===== config.mk =====
export PLATFORM = sky130hd
export DESIGN_NAME = mem_alloc_arbiter
export DESIGN_NICKNAME = d
export VERILOG_FILES = /design/src/rtl/mem_alloc_arbiter.sv
export SDC_FILE = /design/constraint.sdc
export NUM_CORES = 1
export LEC_CHECK = 0
export ABC_AREA = 1
export CORE_MARGIN = 8
export CORE_UTILIZATION = 46
export DETAILED_ROUTE_END_ITERATION = 7
export DONT_BUFFER_PORTS = 1
export HOLD_SLACK_MARGIN = 0.02
export PLACE_DENSITY_LB_ADDON = 0.1
export SYNTH_ARGS = -nofsm -noshare
export SYNTH_HDL_FRONTEND = slang
export SYNTH_SLANG_ARGS = --single-unit

===== constraint.sdc =====
create_clock -name clk -period 3.85 [get_ports clk]
set_input_delay 0.385 -clock clk [delete_from_list [all_inputs] [get_ports clk]]
set_output_delay 0.385 -clock clk [all_outputs]
set_load 0.01 [all_outputs]

===== src/rtl/mem_alloc_arbiter.sv =====
// mem_alloc_arbiter
//   Shares one mem_manager block allocator between NPORT write engines.
//   Allocation: round-robin grant, then a single ocp_req/ocp_rsp handshake
//   with the mem_manager; the returned block address goes to the winner.
//   Release: an independent round-robin serialiser that forwards one
//   release per cycle onto the mem_manager rls channel.
//
// Ports
//   clk, rst_n          clock, synchronous active-low reset
//   alloc_req[NPORT]    per-port allocation request (level)
//   alloc_vld[NPORT]    one-hot, one-cycle allocation-done pulse
//   alloc_addr          allocated block address (valid with alloc_vld)
//   alloc_busy          grant outstanding
//   rls_req[NPORT]      per-port release request (level)
//   rls_addr            packed per-port release addresses
//   rls_ack[NPORT]      one-hot, one-cycle release-accepted pulse
//   mm_ocp_*            allocation handshake with mem_manager
//   mm_full             mem_manager has no free block
//   mm_rls_vld/addr     release channel to mem_manager

// Round-robin picker: first set bit of req at or after ptr, wrapping.
module mem_alloc_rr_pick #(
    parameter int NPORT = 4,
    parameter int PW    = 2
) (
    input  logic [NPORT-1:0] req,
    input  logic [PW-1:0]    ptr,
    output logic             any,
    output logic [PW-1:0]    idx
);
    logic [PW:0]   s;
    logic [PW-1:0] pi;

    // Scan from the far end back towards ptr so the closest candidate
    // is the last one written.
    always_comb begin
        any = 1'b0;
        idx = '0;
        s   = '0;
        pi  = '0;
        for (int k = NPORT - 1; k >= 0; k--) begin
            s = {1'b0, ptr} + (PW+1)'(k);
            if (s >= (PW+1)'(NPORT)) s = s - (PW+1)'(NPORT);
            pi = s[PW-1:0];
            if (req[pi]) begin
                any = 1'b1;
                idx = pi;
            end
        end
    end
endmodule

module mem_alloc_arbiter #(
    parameter int NPORT  = 4,
    parameter int AWIDTH = 10,
    parameter int PW     = $clog2(NPORT)
) (
    input  logic                    clk,
    input  logic                    rst_n,
    input  logic [NPORT-1:0]        alloc_req,
    output logic [NPORT-1:0]        alloc_vld,
    output logic [AWIDTH-1:0]       alloc_addr,
    output logic                    alloc_busy,
    input  logic [NPORT-1:0]        rls_req,
    input  logic [NPORT*AWIDTH-1:0] rls_addr,
    output logic [NPORT-1:0]        rls_ack,
    output logic                    mm_ocp_req,
    input  logic                    mm_ocp_rsp,
    input  logic [AWIDTH-1:0]       mm_ocp_addr,
    input  logic                    mm_ocp_vld,
    input  logic                    mm_full,
    output logic                    mm_rls_vld,
    output logic [AWIDTH-1:0]       mm_rls_addr
);
    typedef enum logic [1:0] {S_IDLE, S_WAIT, S_DONE} state_t;

    function automatic logic [NPORT-1:0] onehot(input logic [PW-1:0] i);
        onehot    = '0;
        onehot[i] = 1'b1;
    endfunction

    function automatic logic [PW-1:0] ptr_inc(input logic [PW-1:0] i);
        ptr_inc = (int'(i) == NPORT - 1) ? '0 : i + 1'b1;
    endfunction

    // ---------------- allocation ----------------
    state_t              state, state_nxt;
    logic [PW-1:0]       alloc_ptr, alloc_ptr_nxt;
    logic [PW-1:0]       win, win_nxt;
    logic                ocp_req_nxt, busy_nxt;
    logic [NPORT-1:0]    vld_nxt;
    logic [AWIDTH-1:0]   addr_nxt;
    logic                a_any;
    logic [PW-1:0]       a_idx;

    mem_alloc_rr_pick #(.NPORT(NPORT), .PW(PW)) u_alloc_pick (
        .req (alloc_req),
        .ptr (alloc_ptr),
        .any (a_any),
        .idx (a_idx)
    );

    always_ff @(posedge clk) begin
        if (!rst_n) begin
            state      <= S_IDLE;
            alloc_ptr  <= '0;
            win        <= '0;
            mm_ocp_req <= 1'b0;
            alloc_busy <= 1'b0;
            alloc_vld  <= '0;
            alloc_addr <= '0;
        end else begin
            state      <= state_nxt;
            alloc_ptr  <= alloc_ptr_nxt;
            win        <= win_nxt;
            mm_ocp_req <= ocp_req_nxt;
            alloc_busy <= busy_nxt;
            alloc_vld  <= vld_nxt;
            alloc_addr <= addr_nxt;
        end
    end

    always_comb begin
        state_nxt     = state;
        alloc_ptr_nxt = alloc_ptr;
        win_nxt       = win;
        ocp_req_nxt   = mm_ocp_req;
        busy_nxt      = alloc_busy;
        vld_nxt       = '0;
        addr_nxt      = '0;
        case (state)
            S_IDLE: begin
                // No grant while full: requests simply stay pending.
                if (a_any && !mm_full) begin
                    win_nxt     = a_idx;
                    ocp_req_nxt = 1'b1;
                    busy_nxt    = 1'b1;
                    state_nxt   = S_WAIT;
                end
            end
            S_WAIT: begin
                // No timeout and no cancel: a grant always completes, even
                // if the winner drops its request or mm_full rises.
                if (mm_ocp_rsp && mm_ocp_vld) begin
                    ocp_req_nxt   = 1'b0;
                    vld_nxt       = onehot(win);
                    addr_nxt      = mm_ocp_addr;
                    alloc_ptr_nxt = ptr_inc(win);
                    busy_nxt      = 1'b0;
                    state_nxt     = S_DONE;
                end
            end
            S_DONE: begin
                // One idle cycle with ocp_req low lets mem_manager return
                // to its idle state before the next grant.
                state_nxt = S_IDLE;
            end
            default: begin
                state_nxt   = S_IDLE;
                ocp_req_nxt = 1'b0;
                busy_nxt    = 1'b0;
            end
        endcase
    end

    // ---------------- release ----------------
    logic [AWIDTH-1:0] rls_addr_a [NPORT];
    logic [PW-1:0]     rls_ptr;
    logic [NPORT-1:0]  rls_mask;
    logic              r_any;
    logic [PW-1:0]     r_idx;

    for (genvar g = 0; g < NPORT; g++) begin : g_rls_addr
        assign rls_addr_a[g] = rls_addr[g*AWIDTH +: AWIDTH];
    end

    // A port whose ack is on the wire this cycle is still holding its
    // request; mask it so the same release is not forwarded twice.
    assign rls_mask = rls_req & ~rls_ack;

    mem_alloc_rr_pick #(.NPORT(NPORT), .PW(PW)) u_rls_pick (
        .req (rls_mask),
        .ptr (rls_ptr),
        .any (r_any),
        .idx (r_idx)
    );

    always_ff @(posedge clk) begin
        if (!rst_n) begin
            rls_ptr     <= '0;
            rls_ack     <= '0;
            mm_rls_vld  <= 1'b0;
            mm_rls_addr <= '0;
        end else if (r_any) begin
            rls_ptr     <= ptr_inc(r_idx);
            rls_ack     <= onehot(r_idx);
            mm_rls_vld  <= 1'b1;
            mm_rls_addr <= rls_addr_a[r_idx];
        end else begin
            rls_ack     <= '0;
            mm_rls_vld  <= 1'b0;
            mm_rls_addr <= '0;
        end
    end
endmodule


Yosys cells after proc, flatten, opt, wreduce, memory -nomap -nowiden:

Cells that the tools add are included.

* register bits after elaboration: 38
* bits of input ports: 63
* output and inout bits: 31

* add/subtract/negate cells: 16
* magnitude comparators: 21
* eq/ne operators: 6
* muxes and demuxes: 56
* bitwise logic cells: 4
* reductions and logical operators: 12

Operators with widths (number)
* 2-to-1 mux 2 bit: 20
* less-than comparator 2 x 3 -> 1 bit, second input constant: 10
* greater-or-equal comparator 3 bit, second input constant: 7
* 2-to-1 mux 1 bit: 21
* binary-select mux 10 bit (select 2 bit): 1
* 2-to-1 mux 10 bit: 2
* binary-select mux 1 bit (select 2 bit): 8
* subtractor 2 x 1 -> 2 bit, second input constant: 8
* adder 2 x 2 -> 3 bit, second input constant: 4
* AND reduction 2 bit: 4
* adder 2 x 1 -> 3 bit, second input constant: 2
* == test 2 x 1 -> 1 bit, second input constant: 3
* greater-or-equal comparator 2 x 3 -> 1 bit, second input constant: 2
* AND reduction 3 bit: 2
* adder 2 x 1 -> 2 bit, second input constant: 2
* AND 4 bit: 1
* demux 1 bit (select 2 bit): 2
* greater-or-equal comparator 2 x 1 -> 1 bit, second input constant: 2
* logical AND 1 bit: 4
* inequality test 2 bit, second input constant: 2
* inverter 4 bit: 1
* case mux 2 bit (2 select lines): 1
* inverter 2 -> 3 bit: 1
* case mux 1 bit (3 select lines): 1
* 4 further kinds: 4

Depth between registers and ports, before layout:

Gate-level depths: netlist of run 1.

* word-level depth: 13
* mapped depth: 16

Modules after synthesis:

A second synthesis of run 1 with hierarchy kept.

* cells, all modules: 336
* area, all modules: 2204.6 µm²

Modules (own cells, without submodules)
* mem_alloc_arbiter: times used 1, cells an instance 244, area each 1779.2 µm², sequential area each 760.7 µm²
* mem_alloc_rr_pick: times used 2, cells an instance 46, area each 212.7 µm², sequential area each 0.0 µm²

Worst setup path after synthesis of run 1:

Ideal clock, no wire load.

* path kind: reg2reg
* from: register rls_ptr[0]
* to: register rls_ptr[1]
* arrival time: 1593 ps
* setup slack: 2137 ps
* stages on the path, launching flop included: 15
* path buffers: 2
* period minus slack after synthesis: 1713 ps
* cells stage by stage: dfxtp_1 -> buf_6 -> nand3_1 -> nand2_1 -> nand2_2 -> nand2_2 -> inv_2 -> nand2_2 -> nand3_2 -> nand2_4 -> buf_6 -> inv_1 -> ha_1 -> inv_1 -> a21oi_1

* word-level cells in the longest chain between the ends: 11
* elaborated cells between the ends (all ways): 34
* those cells by class: add/sub: 8; order compare: 4; eq/ne: 1; mux: 21

Ends and longest elaborated chain
* from (decl): RTL line 168 `logic [PW-1:0] rls_ptr;`
* from (signal assigned): RTL line 195 `rls_ptr <= ptr_inc(r_idx);`
* adder 2 x 2 -> 3 bit: RTL line 42 `s = {1'b0, ptr} + (PW+1)'(k);`
* greater-or-equal comparator 3 bit / subtractor 2 x 1 -> 2 bit (equally long branches): RTL line 43 `if (s >= (PW+1)'(NPORT)) s = s - (PW+1)'(NPORT);`
* 2-to-1 mux 2 bit: RTL line 43
* binary-select mux 1 bit (select 2 bit): RTL line 45 `if (req[pi]) begin`
* 2-to-1 mux 1 bit (implied by the code): RTL line 45
* 2-to-1 mux 2 bit (4 in a row): RTL line 45
* adder 2 x 1 -> 2 bit / == test 2 x 1 -> 1 bit (equally long branches): RTL line 83 `ptr_inc = (int'(i) == NPORT - 1) ? '0 : i + 1'b1;`
* 2-to-1 mux 2 bit: RTL line 83

Parallel ways exist; a longest one is shown, timed or not. The select of a mux whose other input is x is not followed.
A chain may end at the register's enable or synchronous reset.

Final worst setup path of run 1:

Same ends and word-level chain as after synthesis.

==> results.md, run 1 <==
* CTS resizes at 0
* Top-level port count at 94
* Slew @ Worst Pin at 0.572 ns
* Distinct cell type count of the synthesized netlist at 28
* First-pass GRT wire length at 8630 µm
* Root buf cell: clkbuf_8
* Die X at 84.4 µm
* Tot GR Track Use at 14.7%
* RSZ-0062 raised after global routing: false
* Gpl congestion at 0.841
* Area Growth Syn to Fin at 5.41%
* Period utilisation layout at 64.1%
* Run status: complete, no violations
* Design area at 0.00227 mm²
* CP startpoint kind: flip-flop
* Die Area at 0.00712 mm²
* Fraction of layout cells with a size suffix above 1 at 8.57%
* Worst EP required at 4.03 ns
* Pins Over Slew Limit at 0
* Clock sink count at 38
* Rows at 25
* Synthesized cell area at 0.00215 mm²
* Gr ovfl total at 0
* VDD IR max at 0.286 mV
* CTS Buf Count at 5
* DR pass1 iterations at 4
* Post-Syn Area per Cell at 6.75 µm²
* Post-route minimum period at 2.47 ns
* Fin Setup TNS at 0 ns
* Final ANT Viol Nets at 0
* PwrDens at 836 mW/mm²
* # port buffers at 0
* Avg WL per Cell at 13.9 µm
* CTS tree: built
* Worst hold path class: in2reg
* Final setup violation count at 0
* CP endpoint kind: flip-flop
* Vias per inst at 5.04
* Clock insertion delay at the later pin of the skew report at 0.28 ns
* Most common cell after layout, fill and taps aside: inv_1
* Crit Path Class: reg2reg
* Final Hold Violating Endpoints at 0
* DRC viols at 0
* Final #Nets at 385
* Largest net degree at the start of global routing at 24
* Synth Warn # at 0
* Setup Fix Bufs, Post-CTS at 0
* Max Freq at 405 MHz
* Post-DP HPWL at 3980 µm
* Hold buffer count at cts at 0
* Clock Path Buffers at 2
* Max_cap viols at 0
* # diodes at 0
* Clock skew at 0.00557 ns
* Post-Syn Instances at 319
* Most frequent cells in the layout: inv_1, nand2_1, nand3_1, dfxtp_1, nor2_1
* Initial antenna violation count at 1
* LEAKAGE at 1.20 nW
* Initial Utilization at 46.5%
* Post-synthesis net count at 390
* H-tree levels at 2
* Die height at 84.4 µm
* Vias in the first global route at 1854
* Worst slew margin at 61.9%
* Placed cell areas at 0.00213 mm²
* Sequential area share after synthesis at 35.3%
* Via count at 1861
* Core footprint at 0.00463 mm²
* Yosys reg bits at 38
* CP arrival at 2.65 ns
* DR iter-0 viols at 112
* Clock Pin Slew Worst Setup and Hold Paths at 0.08 ns
* Routed wire length at 5130 µm
* Worst-path fanout max at 23
-- report_power, final --
part	leakage (nW)	switching, mW	internal (mW)	total (mW)
registers	0.311	0.0809	0.470	0.551
logic	0.821	0.627	0.301	0.928
clock network	0.0714	0.142	0.276	0.418
total	1.20	0.849	1.05	1.90
-- metal layers --
layer,global-route usage (%),routed length (µm)
met5,0,13
met4,4.69,57
met3,6.83,553
met1,16.3,1990
met2,24.4,2520
-- state kept, by name, summed over array words and instances, names as in the netlist --
name / cells
alloc_addr: 10
mm_rls_addr: 10
alloc_vld: 4
rls_ack: 4
alloc_ptr: 2
rls_ptr: 2
state: 2
win: 2
mm_ocp_req: 1
mm_rls_vld: 1
-- kinds of logic after synthesis --
group	share of synthesized area, %
flip-flops	35.3
adder cells (fa/ha/maj)	4.65
XOR/XNOR	0.407
AO/OA/AOI/OAI	7.85
buffers and inverters	17.4
AND/OR/NAND/NOR	34.3
-- path summary, 6_finish.rpt --
check / start / to / slack [ns] / depth (start not counted)
worst min register to register: state[0]$_SDFFE_PN0P_ / state[0]$_SDFFE_PN0P_ / 0.56 / 4
worst min-delay path: mm_ocp_addr[1] / alloc_addr[1]$_SDFF_PN0_ / 0.21 / 2
worst max-delay path: rls_ptr[0]$_SDFFE_PN0P_ / rls_ptr[1]$_SDFFE_PN0P_ / 1.38 / 12
worst max register to register: rls_ptr[0]$_SDFFE_PN0P_ / rls_ptr[1]$_SDFFE_PN0P_ / 1.38 / 12
-- cells in the mapped netlist (all sizes together) --
| cell | instances | share of area, % |
|---|---|---|
| inv | 73 | 13 |
| nand2 | 71 | 14 |
| nand3 | 44 | 11 |
| dfxtp | 38 | 35 |
| nor2 | 27 | 4.7 |
| a21oi | 16 | 3.9 |
| buf | 11 | 4.2 |
| nand3b | 10 | 3.5 |
| o21ai | 10 | 2.3 |
| ha | 8 | 4.7 |
| a31oi | 2 | 0.58 |
| or2 | 2 | 0.58 |
| a211oi | 1 | 0.35 |
| clkbuf | 1 | 0.17 |
| nand2b | 1 | 0.29 |
| nand4 | 1 | 0.29 |
| o211ai | 1 | 0.35 |
| o21bai | 1 | 0.35 |
| xor2 | 1 | 0.41 |
-- area by class of cell --
cell class                 instances  area, µm²
tap                               54       67.6
multi-input combinational        196       1020
inverter                          73        282
clock inverter                     2       60.1
fill                             491       2360
clock buffer                       6       82.6
sequential                        38        761
-- per-stage QoR --
| step | total power, mW | hold slack, ns | utilization [%] | instances | setup slack, ns |
|---|---|---|---|---|---|
| global route | 2.09 | 0.188 | 49.0 | 369 | 1.16 |
| floorplan | 1.44 | 0.497 | - | 319 | 2.14 |
| finish | 1.90 | 0.206 | 49.0 | 369 | 1.38 |
| CTS | 1.92 | 0.191 | 49.0 | 369 | 1.37 |
| global placement | 1.49 | 0.499 | 45.9 | 361 | 1.46 |
| detailed placement | 1.50 | 0.501 | 45.9 | 361 | 1.40 |
-- worst max-delay path, cell delays in order, from the launching register on --
cell and delay, ns:
dfxtp_1 0.56, nand3_1 0.15, nand2_1 0.13, nand2_2 0.07, nand2_2 0.06, inv_2 0.05
nand2_2 0.07, nand3_2 0.35, nand2_4 0.39, inv_1 0.13, ha_1 0.30, inv_1 0.05
a21oi_1 0.05
No activity file was read; power rests on OpenSTA's default activity.
==> run 2: changes to the inputs <==
==> constraint.sdc (replaced) <==
create_clock -name clk -period 2.1 [get_ports clk]
set_input_delay 0.21 -clock clk [delete_from_list [all_inputs] [get_ports clk]]
set_output_delay 0.21 -clock clk [all_outputs]
set_load 0.01 [all_outputs]
==> results.md, run 2 (synthesis results as in run 1) <==
* Run status: complete, no violations
* Core footprint at 0.00463 mm²
* Worst path most repeated cell: nand2_2
* Max_cap viols at 0
* VDD IR max at 0.514 mV
* # port buffers at 0
* Sequential share of power at 28.2%
* CP max-delay cell: dfxtp_1
* Most frequent cells in the layout: inv_1, nand2_1, nand3_1, dfxtp_1, nor2_1
* Worst hold path class: in2reg
* Most common cell after layout, fill and taps aside: inv_1
* Placed cell areas at 0.00216 mm²
* Worst-path cell chain: inv_1, nand2_1, nand2_2, nand2_2, nand2_2, nand2_2, nand3_2, nand2_4, inv_1, ha_1, inv_1, a21oi_1
* Clock Power Share at 20.5%
* Post-DP HPWL at 4000 µm
* CTS Buf Count at 5
* CP arrival at 2.04 ns
* Vias in the first global route at 1908
* Via count at 1907
* # diodes at 0
* Slew @ Worst Pin at 0.415 ns
* Max Freq at 538 MHz
* RSZ-0062 raised after global routing: false
* Avg WL per Cell at 13.6 µm
* Max incr delay on CP at 0.45 ns
* Worst EP required at 2.28 ns
* Combinational cell fraction of total power at 51.4%
* DR pass1 iterations at 4
* Top Layer Used: met5
* Die X at 84.4 µm
* DRC viols at 0
* Layout fillers at 470
* Die height at 84.4 µm
* DR iter-0 viols at 58
* Final core utilization at 50.2%
* Net switching power at 1.59 mW
* Root buf cell: clkbuf_8
* Final setup violation count at 0
* Final Hold Violating Endpoints at 0
* Rows at 25
* Tot GR Track Use at 14.5%
* Vias per inst at 5.07
* Clock insertion delay at the later pin of the skew report at 0.28 ns
* Pint at 2.01 mW
* Period utilisation layout at 88.5%
* H-tree levels at 2
* PwrDens at 1550 mW/mm²
* Largest net degree at the start of global routing at 21
* First-pass GRT wire length at 8710 µm
* Routed wire length at 5120 µm
* Clock skew at 0.00373 ns
* Clock Path Buffers at 2
* Top-level port count at 94
* LEAKAGE at 1.23 nW
* CP endpoint kind: flip-flop
* Final #Nets at 392
* Design area at 0.00232 mm²
* WL met3 at 499 µm
* CP startpoint kind: flip-flop
* Crit Path Class: reg2reg
* Initial Utilization at 46.5%
* Worst slew margin at 72.1%
* Gr ovfl total at 0
* Post-route minimum period at 1.86 ns
* Fraction of layout cells with a size suffix above 1 at 10.2%
* Setup Fix Bufs, Post-CTS at 0
* Initial antenna violation count at 1
* Fin Setup TNS at 0 ns
* Met1 Wirelength at 2070 µm
* Final ANT Viol Nets at 0
* Routed wl met2 at 2520 µm
* Sw Ratio at 44.1%
* Area Growth Syn to Fin at 7.91%
* Top Registers: alloc_addr: 10 flops, mm_rls_addr: 10 flops
* Clock sink count at 38
* Worst-path fanout max at 14
* Gpl congestion at 0.824
* Pins Over Slew Limit at 0
* Clock Pin Slew Worst Setup and Hold Paths at 0.08 ns
* Die Area at 0.00712 mm²
* CTS tree: built
## run 2: power by group through the flow
stage	Combinational, mW	Sequential, mW	Clock [mW]
floorplan	1.66	0.978	0
global placement	1.87	1.04	0
detailed placement	1.86	1.04	0
CTS	1.87	1.02	0.754
global route	2.16	1.03	0.785
finish	1.85	1.01	0.737
## run 2: path summary, 6_finish.rpt
check | startpoint | endpoint | slack [ns] | cells after the start
worst min-delay path | mm_ocp_addr[9] | alloc_addr[9]$_SDFF_PN0_ | 0.03 | 2
worst min register to register | alloc_ptr[1]$_SDFFE_PN0P_ | win[1]$_SDFFE_PN0P_ | 0.55 | 2
worst max register to register | rls_ptr[1]$_SDFFE_PN0P_ | rls_ptr[1]$_SDFFE_PN0P_ | 0.24 | 12
worst max-delay path | rls_ptr[1]$_SDFFE_PN0P_ | rls_ptr[1]$_SDFFE_PN0P_ | 0.24 | 12
## run 2: per-layer routing
layer	up-vias	global-route usage [%]
met5	-	0
met4	2	3.07
met3	4	6.83
met2	61	25.4
met1	865	15.4
li1	975	-
## run 2: timing repair
item / in CTS / in global routing
hold endpoints to repair: 2 / 0
endpoints found under the setup margin: 0 / 5
gates resized for setup: 0 / 1
hold buffers: 2 / 0
## run 2: worst max-delay path, delay by kind of cell, from the launching register on
family                   cells  cell delay, ns
adder cells (fa/ha/maj)      1            0.29
buffers and inverters        3            0.29
AO/OA/AOI/OAI                1            0.05
AND/OR/NAND/NOR              7            0.68
flip-flops                   1            0.45
## run 2: through the flow
stage	std cells	hold WS (ns)	setup WS [ns]	power, mW
after floorplan	319	0.322	0.387	2.64
after global placement	366	0.324	0.194	2.91
after detailed placement	366	0.327	0.148	2.90
after CTS	376	0.0223	0.141	3.64
after global routing	376	0.0212	0.0760	3.97
final	376	0.0322	0.242	3.60
## run 2: area by class of cell
class | count | area, µm² | area share (%)
Clock buffer | 5 | 68.8 | 2.96
Clock inverter | 3 | 68.8 | 2.96
Inverter | 73 | 282 | 12.1
Multi-Input combinational cell | 196 | 1020 | 43.7
Sequential cell | 38 | 762 | 32.8
Tap cell | 54 | 67.6 | 2.91
Timing Repair Buffer | 7 | 57.6 | 2.48
==> run 3: changes to the inputs <==
--- a/config.mk
+++ b/config.mk
@@ -10,8 +10,10 @@
 export CORE_UTILIZATION = 46
 export DETAILED_ROUTE_END_ITERATION = 7
 export DONT_BUFFER_PORTS = 1
+export GPL_TIMING_DRIVEN = 0
 export HOLD_SLACK_MARGIN = 0.02
 export PLACE_DENSITY_LB_ADDON = 0.1
 export SYNTH_ARGS = -nofsm -noshare
 export SYNTH_HDL_FRONTEND = slang
 export SYNTH_SLANG_ARGS = --single-unit
+export TNS_END_PERCENT = 50
==> results.md, run 3 (synthesis results as in run 1) <==
* Rows at 25
* Clock sink count at 38
* Initial antenna violation count at 1
* Routed wire length at 5590 µm
* CP arrival at 2.10 ns
* Avg WL per Cell at 14.3 µm
* Max incr delay on CP at 0.33 ns
* CP endpoint kind: flip-flop
* Setup Fix Bufs, Post-CTS at 0
* Layout fillers at 486
* Crit Path Class: reg2reg
* Gr ovfl total at 0
* Core footprint at 0.00463 mm²
* Run status: complete, no violations
* Worst path most repeated cell: nand2_2
* Met2 usage at 27.9%
* Die Area at 0.00712 mm²
* CP startpoint kind: flip-flop
* Hold_ws at 0.0481 ns
* # port buffers at 0
* Vias per inst at 4.94
* Final #Nets at 407
* Area Growth Syn to Fin at 14.2%
* Period utilisation layout at 91.2%
* Top-level port count at 94
* First-pass GRT wire length at 9030 µm
* Met3 Use GR at 6.93%
* CP top delay family: simple AND/OR/NAND/NOR gates
* VDD IR max at 0.571 mV
* CP max-delay cell: dfxtp_1
* Worst-path fanout max at 11
* Largest net degree at the start of global routing at 14
* Die height at 84.4 µm
* Vias in the first global route at 1888
* Tot GR Track Use at 15.8%
* Fin Setup TNS at 0 ns
* Max Freq at 522 MHz
* Worst EP required at 2.28 ns
* Post-route minimum period at 1.92 ns
* DR pass1 iterations at 4
* Gpl congestion at 0.836
* DRC viols at 0
* Final ANT Viol Nets at 0
* Die X at 84.4 µm
* Met1 Use GR at 16.6%
* Worst hold path class: in2reg
* Gr busiest metal: met2
* Final setup violation count at 0
* H-tree levels at 2
* DR iter-0 viols at 60
* Post-DP HPWL at 4180 µm
* Via count at 1932
* Pins Over Slew Limit at 0
* Worst-path cell chain: buf_6, nand3_1, nand2_1, nand2_2, nand2_2, inv_2, nand2_2, nand3_2, nand2_4, buf_6, inv_1, ha_1, inv_1, a21oi_1
* Clock Path Buffers at 2
* CTS Buf Count at 5
* PwrDens at 1550 mW/mm²
* Top Registers: alloc_addr: 10 flops, mm_rls_addr: 10 flops
* LEAKAGE at 1.30 nW
* Initial Utilization at 46.5%
* Final Hold Violating Endpoints at 0
* RSZ-0062 raised after global routing: false
* Clock insertion delay at the later pin of the skew report at 0.29 ns
* Clock Pin Slew Worst Setup and Hold Paths at 0.08 ns
* Overall Power at 3.80 mW
* Crit path buf inv count at 5
* Root buf cell: clkbuf_8
* Fraction of layout cells with a size suffix above 1 at 11.6%
* Worst slew margin at 73.2%
* Most frequent cells in the layout: inv_1, nand2_1, nand3_1, dfxtp_1, nor2_1
* # diodes at 0
* Max_cap viols at 0
* CTS tree: built
* Slew @ Worst Pin at 0.402 ns
* Clock skew at 0.00852 ns
* Most common cell after layout, fill and taps aside: inv_1
## run 3: routing by layer
layer / vias to the layer above / share of wire (%)
li1: 1006 / -
met4: 2 / 0.77
met1: 859 / 40
met5: - / 0.23
met2: 59 / 50
met3: 6 / 8.5
## run 3: where the power goes
group | internal, mW | total, mW | switching [mW] | leakage [nW]
Combinational | 0.784 | 2.06 | 1.28 | 0.917
Sequential | 0.864 | 0.989 | 0.125 | 0.312
Clock | 0.476 | 0.748 | 0.272 | 0.0683
Total | 2.12 | 3.80 | 1.68 | 1.30
## run 3: path summary, 6_finish.rpt
kind | from | end | slack [ns] | depth (start not counted)
max | rls_ptr[0]$_SDFFE_PN0P_ | rls_ptr[1]$_SDFFE_PN0P_ | 0.18 | 14
min | rst_n | rls_ptr[1]$_SDFFE_PN0P_ | 0.05 | 2
max reg2reg | rls_ptr[0]$_SDFFE_PN0P_ | rls_ptr[1]$_SDFFE_PN0P_ | 0.18 | 14
min reg2reg | mm_ocp_req$_SDFFE_PN0P_ | mm_ocp_req$_SDFFE_PN0P_ | 0.54 | 2
## run 3: metrics by stage
step,instances,setup WS [ns],instance area [µm²],util (%)
3_3_place_gp,373,0.209,2220,47.9
3_5_place_dp,373,0.183,2220,47.9
2_1_floorplan,319,0.387,2150,-
4_1_cts,391,0.170,2460,53.1
5_1_grt,391,0.00754,2460,53.1
6_report,391,0.184,2460,53.1
## run 3: worst register-to-register path, delay by kind of cell, from the launching register on
family,cells,cell delay [ns]
AND/OR/NAND/NOR,7,0.66
buffers and inverters,5,0.48
flip-flops,1,0.33
adder cells (fa/ha/maj),1,0.29
AO/OA/AOI/OAI,1,0.05
## run 3: layout make-up
type	count	area, µm²	share of cell area [%]
Tap cell	54	67.6	2.75
Clock inverter	3	68.8	2.80
Inverter	73	282	11.5
Timing Repair Buffer	10	100	4.07
Multi-Input combinational cell	196	1020	41.3
Clock buffer	5	68.8	2.80
Sequential cell	38	762	31.0
Buffer	12	93.8	3.82
## run 3: what timing repair did
action | CTS | global route
resized for setup | 0 | 1
setup endpoints to repair | 0 | 1
hold endpoints to repair | 10 | 0
hold buffers | 10 | 0
